<file path="src/rtl/onehot_pkg.sv">
// Shared definitions for the one-hot / thermometer encoder pipeline.
//   MODE_ONEHOT / MODE_THERMO : the in_mode encoding
//   MAX_OUT_W                 : widest code the encode function can produce
//   encode()                  : value, mode, width -> {err, code}
package onehot_pkg;

  localparam int unsigned MAX_OUT_W = 256;

  typedef enum logic {
    MODE_ONEHOT = 1'b0,
    MODE_THERMO = 1'b1
  } mode_e;

  typedef struct packed {
    logic                 err;
    logic [MAX_OUT_W-1:0] code;
  } enc_t;

  // Out-of-range values give an all-zero code with err set, regardless of mode.
  function automatic enc_t encode(input int unsigned value, input mode_e mode,
                                  input int unsigned width);
    enc_t res;
    res = '0;
    if (value >= width) begin
      res.err = 1'b1;
    end else begin
      for (int unsigned i = 0; i < MAX_OUT_W; i++) begin
        if (mode == MODE_THERMO) res.code[i] = (i <= value);
        else                     res.code[i] = (i == value);
      end
    end
    return res;
  endfunction

endpackage

</file>
<file path="src/rtl/onehot_fifo2.sv">
// Two-entry valid/ready FIFO.
//   clk, rst                       : clock, synchronous active-high reset
//   in_valid, in_ready, in_data    : write side; in_ready is a register
//   out_valid, out_ready, out_data : read side; out_data is the head entry
// Head/tail organisation: the head register always feeds the output directly.
module onehot_fifo2 #(
  parameter int unsigned WIDTH = 17
) (
  input  logic             clk,
  input  logic             rst,
  input  logic             in_valid,
  output logic             in_ready,
  input  logic [WIDTH-1:0] in_data,
  output logic             out_valid,
  input  logic             out_ready,
  output logic [WIDTH-1:0] out_data
);
  import onehot_pkg::*;

  logic [1:0]       r_count;
  logic [1:0]       w_count_d;
  logic [WIDTH-1:0] r_head;
  logic [WIDTH-1:0] w_head_d;
  logic [WIDTH-1:0] r_tail;
  logic [WIDTH-1:0] w_tail_d;
  logic             r_in_ready;
  logic             w_push;
  logic             w_pop;

  assign w_push = in_valid & r_in_ready;
  assign w_pop  = (r_count != 2'd0) & out_ready;

  always_comb begin
    w_count_d = r_count;
    w_head_d  = r_head;
    w_tail_d  = r_tail;
    case ({w_push, w_pop})
      // Push and pop together only happen with one entry held: replace head.
      2'b11: w_head_d = in_data;
      2'b01: begin
        w_head_d  = r_tail;
        w_count_d = r_count - 2'd1;
      end
      2'b10: begin
        if (r_count == 2'd0) w_head_d = in_data;
        else                 w_tail_d = in_data;
        w_count_d = r_count + 2'd1;
      end
      default: ;
    endcase
  end

  always_ff @(posedge clk) begin
    if (rst) begin
      r_count    <= 2'd0;
      r_head     <= '0;
      r_tail     <= '0;
      r_in_ready <= 1'b0;
    end else begin
      r_count    <= w_count_d;
      r_head     <= w_head_d;
      r_tail     <= w_tail_d;
      // Registered ready: open whenever the next occupancy leaves a free slot.
      r_in_ready <= (w_count_d != 2'd2);
    end
  end

  assign in_ready  = r_in_ready;
  assign out_valid = (r_count != 2'd0);
  assign out_data  = r_head;

endmodule

</file>
<file path="src/rtl/onehot_encoder_pipe.sv">
// Binary to one-hot / thermometer encoder with a 2-entry output buffer.
//   clk, rst                     : clock, synchronous active-high reset
//   in_valid, in_ready           : input handshake
//   in_bin, in_mode              : value to encode, 0 = one-hot, 1 = thermometer
//   out_valid, out_ready         : output handshake
//   out_code, out_err            : encoded value, out-of-range flag
//   err_clr, err_count           : clear and saturating count of out-of-range beats
// OUT_W must lie in 2..2**BIN_W and not exceed onehot_pkg::MAX_OUT_W.
module onehot_encoder_pipe #(
  parameter int unsigned BIN_W = 4,
  parameter int unsigned OUT_W = 16,
  parameter int unsigned CNT_W = 8
) (
  input  logic             clk,
  input  logic             rst,
  input  logic             in_valid,
  output logic             in_ready,
  input  logic [BIN_W-1:0] in_bin,
  input  logic             in_mode,
  output logic             out_valid,
  input  logic             out_ready,
  output logic [OUT_W-1:0] out_code,
  output logic             out_err,
  input  logic             err_clr,
  output logic [CNT_W-1:0] err_count
);
  import onehot_pkg::*;

  localparam logic [CNT_W-1:0] CntMax = '1;

  enc_t             w_enc;
  logic [OUT_W:0]   w_fifo_in;
  logic [OUT_W:0]   w_fifo_out;
  logic             w_accept;
  logic             w_err_acc;
  logic             w_unused_code;
  logic [CNT_W-1:0] r_err_count;
  logic [CNT_W-1:0] w_err_count_d;

  // Encode ahead of the buffer so the FIFO carries finished payloads.
  assign w_enc     = encode(32'(in_bin), mode_e'(in_mode), OUT_W);
  assign w_fifo_in = {w_enc.err, w_enc.code[OUT_W-1:0]};

  if (OUT_W < MAX_OUT_W) begin : g_unused
    assign w_unused_code = ^w_enc.code[MAX_OUT_W-1:OUT_W];
  end else begin : g_full
    assign w_unused_code = 1'b0;
  end

  onehot_fifo2 #(
    .WIDTH(OUT_W + 1)
  ) u_fifo (
    .clk      (clk),
    .rst      (rst),
    .in_valid (in_valid),
    .in_ready (in_ready),
    .in_data  (w_fifo_in),
    .out_valid(out_valid),
    .out_ready(out_ready),
    .out_data (w_fifo_out)
  );

  assign {out_err, out_code} = w_fifo_out;

  assign w_accept  = in_valid & in_ready;
  assign w_err_acc = w_accept & w_enc.err;

  // A clear coinciding with an erroneous accept counts that beat.
  always_comb begin
    w_err_count_d = r_err_count;
    if (err_clr) begin
      w_err_count_d = w_err_acc ? CNT_W'(1) : '0;
    end else if (w_err_acc && (r_err_count != CntMax)) begin
      w_err_count_d = r_err_count + CNT_W'(1);
    end
  end

  always_ff @(posedge clk) begin
    if (rst) r_err_count <= '0;
    else     r_err_count <= w_err_count_d;
  end

  assign err_count = r_err_count;

endmodule

</file>
<file path="config.mk">
export PLATFORM = sky130hd
export DESIGN_NAME = onehot_encoder_pipe
export DESIGN_NICKNAME = d
export VERILOG_FILES = /design/src/rtl/onehot_pkg.sv /design/src/rtl/onehot_fifo2.sv /design/src/rtl/onehot_encoder_pipe.sv
export SDC_FILE = /design/constraint.sdc
export NUM_CORES = 1
export LEC_CHECK = 0
export CORE_MARGIN = 2
export CORE_UTILIZATION = 47
export DETAILED_ROUTE_END_ITERATION = 8
export PLACE_DENSITY_LB_ADDON = 0.2
export RECOVER_POWER = 100
export SETUP_SLACK_MARGIN = 0.3
export SLEW_MARGIN = 20
export SYNTH_ARGS = -nofsm -noshare
export SYNTH_HDL_FRONTEND = slang
export SYNTH_SLANG_ARGS = --single-unit
</file>
<file path="constraint.sdc">
create_clock -name clk -period 2.25 [get_ports clk]
set_clock_uncertainty 0.15 [all_clocks]
set_input_delay 0.45 -clock clk [delete_from_list [all_inputs] [get_ports clk]]
set_output_delay 0.45 -clock clk [all_outputs]
set_load 0.02 [all_outputs]
</file>
Word-level counts from Yosys, hierarchy flattened

Index checks and enable logic that the tools add are counted.

Register bits: 36
Output and inout bits: 27
Input bits: 10
Word-level logic and storage cells: 69

Bitwise gates (word level): 3
$lt $le $gt $ge: 15
Reductions and logical operators: 6
Equal/unequal tests: 20
Muxes and demuxes: 19
$add $sub $neg: 2

Operators with widths:

| operator            | count |
|---|---|
| $pmux 17 s3         | 1 |
| $eq 4x4->1 const A  | 8 |
| $le 4x4->1 const A  | 8 |
| $mux 17             | 1 |
| $eq 3x4->1 const A  | 4 |
| $le 3x4->1 const A  | 4 |
| $mux 1              | 16 |
| $eq 2x4->1 const A  | 2 |
| $le 2x4->1 const A  | 2 |
| $eq 1x4->1 const A  | 1 |
| $eq 2x2->1 const B  | 2 |
| $le 1x4->1 const A  | 1 |
| $logic_not 4->1     | 1 |
| $pmux 2 s2          | 1 |
| $reduce_and 2->1    | 2 |
| $reduce_bool 3->1   | 1 |
| $add 2x1->2 const B | 1 |
| $and 1x1->1         | 2 |
| $eq 2x1->1 const B  | 1 |
| $logic_not 2->1     | 1 |
| $ne 2x1->1 const B  | 1 |
| $ne 2x2->1 const B  | 1 |
| $reduce_bool 2->1   | 1 |
| $sub 2x1->2 const B | 1 |
| $not 1->1           | 1 |

Logic depth before layout (Yosys ltp)

Depth after elaboration: 5
Gate-level depth with buffers: 10
Mapped depth without buffers: 6

Modules after synthesis

A second synthesis with hierarchy kept.

Cell total of the unflattened synthesis: 228
Area, all modules: 2023.2 um^2

By module, submodules not included:

| module              | cells each | times used | area an instance (um^2) |
|---|---|---|---|
| onehot_fifo2        | 175        | 1          | 1680.4 |
| onehot_encoder_pipe | 53         | 1          | 342.8 |

Least setup slack after synthesis

OpenSTA, ideal clock, no wires.

Path type: register to register
Start point: register u_fifo.r_count[1]
End point: register u_fifo.r_head[2], in the netlist u_fifo.out_data[2]
Data required time: 2.009 ns
Path slack: 0.100 ns
Cell stages (with the launch flop): 11
Arrival: 1.909 ns
Period minus slack after synthesis: 2.150 ns
Cells stage by stage: dfxtp_1 -> buf_6 -> o21ai_4 -> inv_2 -> buf_4 -> ha_1 -> buf_2 -> inv_1 -> clkbuf_1 -> o211ai_1 -> a311oi_1

Longest elaborated chain between the ends: 5
Elaborated cells between the ends (all ways): 10
Classes of those cells: eq/ne: 4; mux: 1; bitwise: 1; reduce/logical: 4

Ends and longest elaborated chain:

| what                                                                    | line               | RTL |
|---|---|---|
| start: declaration                                                      | onehot_fifo2.sv:20 | `logic [1:0] r_count;` |
| start signal: assignment                                                | onehot_fifo2.sv:60 | `r_count <= w_count_d;` |
| $reduce_bool 2->1                                                       | onehot_fifo2.sv:31 | `assign w_pop = (r_count != 2'd0) & out_ready;` |
| $and 1x1->1                                                             | onehot_fifo2.sv:31 |  |
| $eq 2x2->1 / $eq 2x1->1 (equally long branches)                         | onehot_fifo2.sv:37 | `case ({w_push, w_pop})` |
| $ne 2x1->1 (no source line) / $reduce_bool 3->1 (equally long branches) | -                  |  |
| $reduce_and 2->1 (no source line)                                       | -                  |  |
| end signal: assignment                                                  | onehot_fifo2.sv:61 | `r_head <= w_head_d;` |
| end: declaration                                                        | onehot_fifo2.sv:22 | `logic [WIDTH-1:0] r_head;` |

Parallel ways exist; a longest one is shown, timed or not.
A chain may end at the register's enable or synchronous reset.

Worst setup path in the final report

Start point: input out_ready
End point: register u_fifo.r_head[10], in the netlist u_fifo.out_data[10]

Longest elaborated chain between the ends: 4
Elaborated cells between the ends (all ways): 8
Classes of those cells: eq/ne: 4; mux: 1; bitwise: 1; reduce/logical: 2

Ends and longest elaborated chain:

| what                                                                    | line                      | RTL |
|---|---|---|
| start: declaration                                                      | onehot_encoder_pipe.sv:21 | `input logic out_ready,` |
| $and 1x1->1 *                                                           | onehot_fifo2.sv:31        |  |
| $eq 2x2->1 / $eq 2x1->1 (equally long branches)                         | onehot_fifo2.sv:37        |  |
| $ne 2x1->1 (no source line) / $reduce_bool 3->1 (equally long branches) | -                         |  |
| $reduce_and 2->1 (no source line)                                       | -                         |  |

Mark *: on every way between the ends. The rest lies on a longest branch, timed or not.

==> results.md <==
* CP Data Arrival Time at 2.08 ns
* Vias in the first global route at 1,692
* Logic pwr share at 0.444
* Post-synth top area share at 0.346
* Worst setup EP type: flop
* Final std cells w/o fill at 308
* Async set-or-reset flop fraction in the synthesized netlist at 0
* Clock Tree Root: clkbuf_8
* Largest area contributor in the netlist: dfxtp_1
* MaxCap Viol Count at 0
* Startpoint Class: primary input
* Switching power share of the total at 0.382
* Nets at 269
* Slowest cell delay on critical path at 0.57 ns
* Area after DPL at 2400 um^2
* Die Area at 4850 um^2
* Reg clk slew, reported paths at 0.07 ns
* Seq/Total Area, Yosys at 0.346
* P&R area growth vs syn at 25.1%
* DR WL/cell at 14.5 um
* Post-synthesis register bit count at 35
* Number of flops mapped to enable cells by yosys at 0
* Post-Place Cells at 300
* # rows at 23
* Final hold viol count at 0
* Die H at 69.6 um
* Routability Congestion at 0.886
* Clock tree buffer depth at 2
* Sequential share of power at 0.360
* GR Util All Layers at 0.201
* Diode count at 0
* Crit path max-delay cell type: dlygate4sd3_1
* WS Path Type: primary input to flop
* CTS Buf Count at 5
* CP Data Required Time at 2.31 ns
* Cell Area, Synth at 2020 um^2
* Post-route ant nets at 0
* Layout cells sized above 1 at 0.248
* Via density at 5.70
* Iteration-0 DRC Markers at 103
* Cell area power density at 914 nW/um^2
* Finished Cell Area at 2530 um^2
* Port Buffers at 26
* Drt pass-1 iters at 4
* Distinct cells, synth at 52
* Vias at 1,756
* Syn Inst Count at 225
* Slew Limit Fails at 0
* Period utilisation layout at 0.898
* Leakage power at 0.000965 uW
* Global-route wire length before repair at 7950 um
* Hold Buf Count CTS at 0
* Final setup fails at 0
* Layout fillers at 351
* Power Internal at 1430 uW
* HPWL Detailed at 3120 um
* Worst skew pair latency at 0.30 ns
* Top-count cell post-synth: dfxtp_1
* P_sw at 884 uW
* Total negative slack at 0 ns
* Top FF cell, synth: dfxtp_1
* Post-synth top cells: dfxtp_1 (35), nand2_1 (21), nor2_1 (13)
* Starting Density at 0.499
* Crit-path cells: dlygate4sd3_1, o21ai_4, inv_2, ha_1, buf_12, nor2b_4, nand3b_1, a311oi_1
* Hold Crit Class: flop to flop
* Area contributors post-synth: dfxtp_1 (35%), buf_4 (4.5%), a311oi_1 (4.3%)
* Synthesis Warnings at 0
* CTS sink count at 35
* Final WL at 4460 um
* Core box area at 4060 um^2
* Period minus WS final at 2.02 ns
* H-tree depth at 2
* CTS tree: done
* Worst VDD drop at 0.454 mV
* Fmax at 0.495 GHz
* Largest net degree at the start of global routing at 41
* Status: complete, no violations
* Global route total overflow at 0
* RSZ-0062 raised after global routing: yes
* Mean Syn Cell Area at 8.99 um^2
* DRC viols at 0
* Setup repair bufs after CTS at 0
* Initial antenna violation count at 0
* CP max FO at 9
* Clk pwr share at 0.197
* Die X at 69.6 um
* IO Count at 37
==> routing by layer <==
| metal | vias to the layer above | global-route usage | wire length (um) |
|---|---|---|---|
| met4 | 0 | 0.0812 | 76 |
| li1 | 884 | - | - |
| met2 | 37 | 0.318 | 2100 |
| met5 | - | 0 | 0 |
| met1 | 828 | 0.265 | 2090 |
| met3 | 7 | 0.0436 | 200 |
==> cell usage in the layout (no fill, tap or decap), types with 3 or more instances in the layout <==
master / Yosys / layout
nand2b_1: 3 / 3
nand4_1: 4 / 4
nor3_1: 11 / 11
a211oi_1: 10 / 10
a21oi_1: 12 / 12
clkbuf_8: 0 / 5
buf_4: 12 / 17
dfxtp_1: 35 / 34
conb_1: 1 / 9
nor3_2: 8 / 8
buf_12: 0 / 5
o41ai_2: 5 / 5
clkdlybuf4s50_1: 0 / 6
nor2_1: 13 / 13
dlygate4sd3_1: 0 / 18
nand4b_1: 6 / 6
a311oi_1: 10 / 9
o21ai_0: 4 / 3
o211ai_1: 7 / 7
nand2_1: 21 / 21
==> cell families after synthesis <==
group                      Yosys count  share of synthesized area
AOI/OAI and AO/OA                   63                      0.255
xor gates and xnor gates             1                    0.00433
adders and majority gates            2                     0.0124
buffers and inverters               36                      0.116
DFF                                 35                      0.346
muxes                                1                    0.00557
other                                1                    0.00185
and+or+nand+nor                     86                      0.258
==> worst max-delay path, delay by kind of cell <==
family	cells	cell delay, ns
buf+inv	3	0.77
compound gates	2	0.34
simple gates	2	0.29
fa+ha+maj	1	0.22
==> power by group through the flow <==
| stage | sequential, uW | combinational (uW) | clock [uW] |
|---|---|---|---|
| 6_report | 832 | 1030 | 455 |
| 4_1_cts | 837 | 1050 | 462 |
| 2_1_floorplan | 920 | 613 | 0 |
| 5_1_grt | 854 | 1110 | 488 |
| 3_5_place_dp | 847 | 1040 | 0 |
| 3_3_place_gp | 842 | 1030 | 0 |
==> flip-flops by register name, indices dropped and copies added, names as in the netlist <==
name / cells
u_fifo.out_data: 16
u_fifo.r_tail: 16
u_fifo.in_ready: 1
u_fifo.r_count: 2
==> final timing paths <==
kind                                  startpoint  depth (start not counted)                               end  slack (ns)
setup / recovery                       out_ready                          8  u_fifo.out_data[10]$_SDFFE_PP0P_        0.23
hold / removal    u_fifo.r_tail[12]$_SDFFE_PP0P_                          2    u_fifo.r_tail[12]$_SDFFE_PP0P_        0.30
setup reg to reg    u_fifo.r_count[1]$_SDFF_PP0_                          7  u_fifo.out_data[10]$_SDFFE_PP0P_        0.41
hold reg to reg   u_fifo.r_tail[12]$_SDFFE_PP0P_                          2    u_fifo.r_tail[12]$_SDFFE_PP0P_        0.30
==> metrics by stage <==
stage	total power [uW]	setup WS (ns)	hold slack (ns)	util
floorplan	1530	0.306	0.282	-
finish	2310	0.230	0.303	0.624
global route	2460	0.163	0.325	0.624
detailed placement	1890	-0.0614	0.296	0.591
CTS	2350	0.291	0.306	0.616
global placement	1870	-0.0304	0.288	0.591
==> layout make-up <==
| type | instances | area, um^2 | area share |
|---|---|---|---|
| repair buffers | 50 | 508 | 0.201 |
| well taps | 50 | 62.6 | 0.0247 |
| multi-input cells | 162 | 1160 | 0.457 |
| flip-flops and latches | 35 | 702 | 0.277 |
| inverters | 3 | 16.3 | 0.00643 |
| clock buffers | 6 | 72.6 | 0.0287 |
| clock inverters | 2 | 12.5 | 0.00494 |
==> timing repair <==
action                                  CTS  global route
gates cloned                              0             0
endpoints found under the setup margin   18            22
resized for setup                         7            12
pin swaps                                 1             4
endpoints found under the hold margin     0             0
Power figures use the tool's default switching activity.
